<file path="config.mk">
export PLATFORM = sky130hd
export DESIGN_NAME = ctrl_sequencer
export DESIGN_NICKNAME = d
export VERILOG_FILES = /design/src/rtl/ctrl_sequencer.sv
export SDC_FILE = /design/constraint.sdc
export NUM_CORES = 1
export LEC_CHECK = 0
export ABC_CLOCK_PERIOD_IN_PS = 2460
export BUFFER_PORTS_ARGS = -buffer_cell sky130_fd_sc_hd__buf_2
export CAP_MARGIN = 5
export CORE_AREA = 2 2 100 102
export DETAILED_ROUTE_END_ITERATION = 8
export DIE_AREA = 0 0 102 104
export PLACE_DENSITY = 0.85
export SYNTH_ARGS = -nofsm -noshare
export SYNTH_HDL_FRONTEND = slang
export SYNTH_SLANG_ARGS = --single-unit
</file>
<file path="constraint.sdc">
create_clock -name clk -period 2.46 [get_ports clk]
set_input_delay 0.492 -clock clk [delete_from_list [all_inputs] [get_ports clk]]
set_output_delay 0.492 -clock clk [all_outputs]
set_load 0.1 [all_outputs]
</file>
<file path="src/rtl/ctrl_sequencer.sv">
// Control-word sequencer: replays a host-loaded program store onto the ctrl bus
// over valid/ready. Optional multi-pass replay is enabled by CTRL_SEQ_REPEAT_EN.
module ctrl_sequencer #(
  parameter int DEPTH = 16,
  parameter int AW    = 4
) (
  input  logic          clk,
  input  logic          rst_n,
  input  logic          ld_en,
  input  logic [AW-1:0] ld_addr,
  input  logic [6:0]    ld_data,
  input  logic [AW:0]   len,
  input  logic [7:0]    rep_cnt,
  input  logic          start,
  input  logic          abort,
  output logic [6:0]    ctrl,
  output logic          ctrl_valid,
  input  logic          ctrl_ready,
  output logic          busy,
  output logic          done
);

  typedef enum logic [1:0] {S_IDLE, S_RUN, S_FIN} state_e;

  logic [6:0]    mem [DEPTH];
  state_e        state_q, state_d;
  logic [AW-1:0] pc_q, pc_d;
  logic [AW:0]   len_q, len_d;
  logic [6:0]    ctrl_q, ctrl_d;
  logic          valid_q, valid_d;
  logic          busy_q, busy_d;
  logic          done_q, done_d;
  logic [AW:0]   len_eff;
  logic          last_word;
  logic          more_passes;

`ifdef CTRL_SEQ_REPEAT_EN
  logic [7:0]    pass_q, pass_d;
  assign more_passes = (pass_q > 8'd1);
`else
  logic          unused_rep;
  assign unused_rep  = ^rep_cnt;
  assign more_passes = 1'b0;
`endif

  assign len_eff   = (len > (AW+1)'(DEPTH)) ? (AW+1)'(DEPTH) : len;
  assign last_word = ({1'b0, pc_q} == (len_q - (AW+1)'(1)));

  // Store is writable only while idle and not being started in the same cycle.
  always_ff @(posedge clk) begin
    if (ld_en && state_q == S_IDLE && !start)
      mem[ld_addr] <= ld_data;
  end

  always_comb begin
    state_d = state_q;
    pc_d    = pc_q;
    len_d   = len_q;
    ctrl_d  = ctrl_q;
    valid_d = valid_q;
    busy_d  = busy_q;
    done_d  = 1'b0;
`ifdef CTRL_SEQ_REPEAT_EN
    pass_d  = pass_q;
`endif
    case (state_q)
      S_IDLE: begin
        if (start && !abort) begin
          len_d  = len_eff;
          pc_d   = '0;
          busy_d = 1'b1;
`ifdef CTRL_SEQ_REPEAT_EN
          pass_d = (rep_cnt == 8'd0) ? 8'd1 : rep_cnt;
`endif
          if (len_eff == '0) begin
            state_d = S_FIN;
            done_d  = 1'b1;
          end else begin
            state_d = S_RUN;
            ctrl_d  = mem[0];
            valid_d = 1'b1;
          end
        end
      end
      S_RUN: begin
        // Abort beats a coincident handshake: that word is treated as unconsumed.
        if (abort) begin
          state_d = S_IDLE;
          valid_d = 1'b0;
          busy_d  = 1'b0;
        end else if (valid_q && ctrl_ready) begin
          if (!last_word) begin
            pc_d   = pc_q + 1'b1;
            ctrl_d = mem[pc_q + 1'b1];
          end else if (more_passes) begin
            pc_d   = '0;
            ctrl_d = mem[0];
`ifdef CTRL_SEQ_REPEAT_EN
            pass_d = pass_q - 8'd1;
`endif
          end else begin
            state_d = S_FIN;
            valid_d = 1'b0;
            done_d  = 1'b1;
          end
        end
      end
      S_FIN: begin
        state_d = S_IDLE;
        busy_d  = 1'b0;
      end
      default: begin
        state_d = S_IDLE;
        valid_d = 1'b0;
        busy_d  = 1'b0;
      end
    endcase
  end

  always_ff @(posedge clk) begin
    if (!rst_n) begin
      state_q <= S_IDLE;
      pc_q    <= '0;
      len_q   <= '0;
      ctrl_q  <= '0;
      valid_q <= 1'b0;
      busy_q  <= 1'b0;
      done_q  <= 1'b0;
`ifdef CTRL_SEQ_REPEAT_EN
      pass_q  <= '0;
`endif
    end else begin
      state_q <= state_d;
      pc_q    <= pc_d;
      len_q   <= len_d;
      ctrl_q  <= ctrl_d;
      valid_q <= valid_d;
      busy_q  <= busy_d;
      done_q  <= done_d;
`ifdef CTRL_SEQ_REPEAT_EN
      pass_q  <= pass_d;
`endif
    end
  end

  assign ctrl       = ctrl_q;
  assign ctrl_valid = valid_q;
  assign busy       = busy_q;
  assign done       = done_q;

endmodule

</file>
==> flow_summary.toml <==
[run_status]
status = "finished clean"

[cells_and_area]
drive_gt1_share_pct = 23.2
instances_no_fill = 577
nFillCells = 619
nNetsFinal = 463
antenna_cells = 0
final_area_um2 = 6570
area_growth_pct = 18.1

[synthesis]
synth_adder_area_share_pct = 0.450
synthMuxAreaShare_pct = 10.6
synth_edf_count = 112
synth_compound_area_share_pct = 9.32
synth_xor_area_share_pct = 1.53
synth_simple_gate_area_share_pct = 8.01
syn_inst = 377
seq_area_frac_synth_pct = 68.1
synth_warnings = 0
synth_cell_types = 42
synth_top_family_by_area = "multiplexers"
yosysTopAreaCell = "edfxtp_1"
synth_area_um2 = 5560
synth_commonest_cells = "112 x edfxtp_1, 52 x mux2i_1, 26 x a22oi_1, 25 x nor2_1, 21 x dfxtp_1"
synth_area_leaders = "edfxtp_1 61%, mux2i_1 9.4%, dfxtp_1 7.6%, a22oi_1 3.5%, nor2_1 1.7%"
ys_ff_latch = 133
ys.flop_type = "edfxtp_1"
syn_area_per_cell_um2 = 14.7
yosysMostFrequentCell = "edfxtp_1"
synth_nets = 409
netlist.area_leader.share_pct = 60.5
async_flop_share_pct = 0

[global_route]
grt_pass1_vias = 3384
grtUsageTotal_pct = 23.7
grt_antenna_before_repair = 0
grt_overflow_total = 0
grt_max_degree = 49
grt_pass1_wl_um = 18300

[sta]
worst_pin_slew_ps = 764
fmax_mhz = 431
period_needed_ps = 2320
rsz0062_at_grt = "false"
worst_clock_skew_ps = 7.26
setup_tns_ps = 0
drv_slew = 0
period_share_pct = 94.3
slew_headroom_pct = 48.9
setup_viol = 0
finalHoldViolCount = 0
layout_setup_ws_ps = 141

[route]
wire_per_inst_um = 21.1
viasPerCell = 6.03
drc_errors = 0
ant_nets = 0
drt-initial-drc-count = 335
first_pass_iters = 5
wirelength_um = 12200
vias = 3481

[power_and_ir_drop]
leakagePower_nw = 2.11
p_per_area_nw_per_um2 = 802
max-vdd-ir-drop_uv = 494
power.total_mw = 5.27

[clock_tree]
ctsHoldBuffers = 0
path_clk_slew_ps = 70
cts_buffers = 17
root_buffer = "clkbuf_8"
cts_resized = 0
clock_latency_ps = 540
cts.sinks = 133
clockBufferDepth = 2
cts_max_level = 4
cts_setup_buffers = 0
cts_tree = "done"

[floorplanning]
dieArea_um2 = 10600
dieWidth_um = 102
fp-row-count = 36
die_y_um = 104
io_pins = 40
start_util_pct = 58.2
core_area_um2 = 9550

[placement]
portBuffers = 31
dpl_worst_slack_ps = 29.5
dpl.hpwl_um = 7600
postPlaceCellArea_um2 = 5970
placed_cells = 545
gp_congestion = 0.902

[setup_path]
arrival_ps = 2720
critPathMaxFanout = 8
path_class = "flop to flop"
crit_required_ps = 2860
end_kind = "flop"
worst_setup_path_start_kind = "flop"

[flow_run]
cap_violations = 0

[worst_hold_path]
hold_path.class = "input port to flop"
==> report_power, final <==
group	switching (mW)	internal, mW	total, mW	leakage [nW]
Sequential	0.0155	2.47	2.48	1.18
Combinational	0.211	0.0711	0.282	0.639
Clock	1.09	1.41	2.50	0.290
Total	1.32	3.95	5.27	2.11
==> cell families after synthesis <==
group / Yosys count
flip-flops: 133
AND/OR/NAND/NOR: 87
AO/OA/AOI/OAI: 67
multiplexers: 56
buffers and inverters: 24
XOR/XNOR: 8
adder cells (fa/ha/maj): 2
==> state kept, by name (all words and copies together), names as in the netlist <==
| name | cells |
|---|---|
| busy | 1 |
| state_q | 2 |
| ctrl_valid | 1 |
| ctrl | 7 |
| mem | 112 |
| pc_q | 4 |
| done | 1 |
| len_q | 5 |
==> cell usage in the layout, fill, tap and decap left out, types with 2 or more instances in the layout <==
cell type / instances
buf_4: 20
mux2i_1: 52
nand2b_1: 5
nor2b_1: 2
nand3_1: 13
mux4_2: 2
mux2_2: 2
a31oi_1: 2
o211ai_1: 2
xnor2_1: 5
nand2_1: 17
o21a_1: 2
edfxtp_1: 112
dfxtp_1: 21
a22oi_1: 26
or3_1: 4
clkbuf_16: 16
inv_1: 7
nor3_1: 7
buf_2: 31
nand3b_1: 5
a311oi_2: 6
nor2_1: 25
inv_8: 7
a21oi_1: 18
inv_6: 4
a32oi_1: 6
nor3b_1: 2
==> cell type report <==
type                       instances  area [µm²]  area share (%)
tap                              133         166            2.53
clock inverter                    15         176            2.69
timing repair buffer              52         325            4.95
sequential                       133        3780            57.6
multi-input combinational        220        1670            25.5
clock buffer                      17         414            6.31
inverter                           7        26.3           0.400
==> worst max-delay path, cell delays in order, from the launching register on <==
cell and delay, ps:
dfxtp_1 400, ha_2 250, xnor2_2 130, nor2_1 610
a22oi_1 310, a32oi_1 340, a311oi_2 130
==> per-stage QoR <==
step                      utilization (%)  hold WS (ps)
final                                68.8           208
after CTS                            68.7           196
after global routing                 68.8           216
after detailed placement             62.5           469
after global placement               62.5           461
after floorplan                         -           445
==> worst paths after layout <==
path                                from        to  slack (ps)  cells past startpoint
worst max register to register   pc_q[1]   ctrl[3]         140                      6
worst min register to register  len_q[1]  len_q[1]         490                      2
worst max-delay path             pc_q[1]   ctrl[3]         140                      6
worst min-delay path               rst_n   pc_q[2]         210                      2
==> layer usage <==
| metal | GRT usage [%] | part of all wire, % | wire (µm) |
|---|---|---|---|
| met5 | 0 | 0 | 0 |
| met4 | 8.57 | 2.5 | 302 |
| met3 | 6.12 | 7.3 | 889 |
| met2 | 39.5 | 50 | 6130 |
| met1 | 29.9 | 40 | 4860 |
Power figures use the tool's default switching activity.
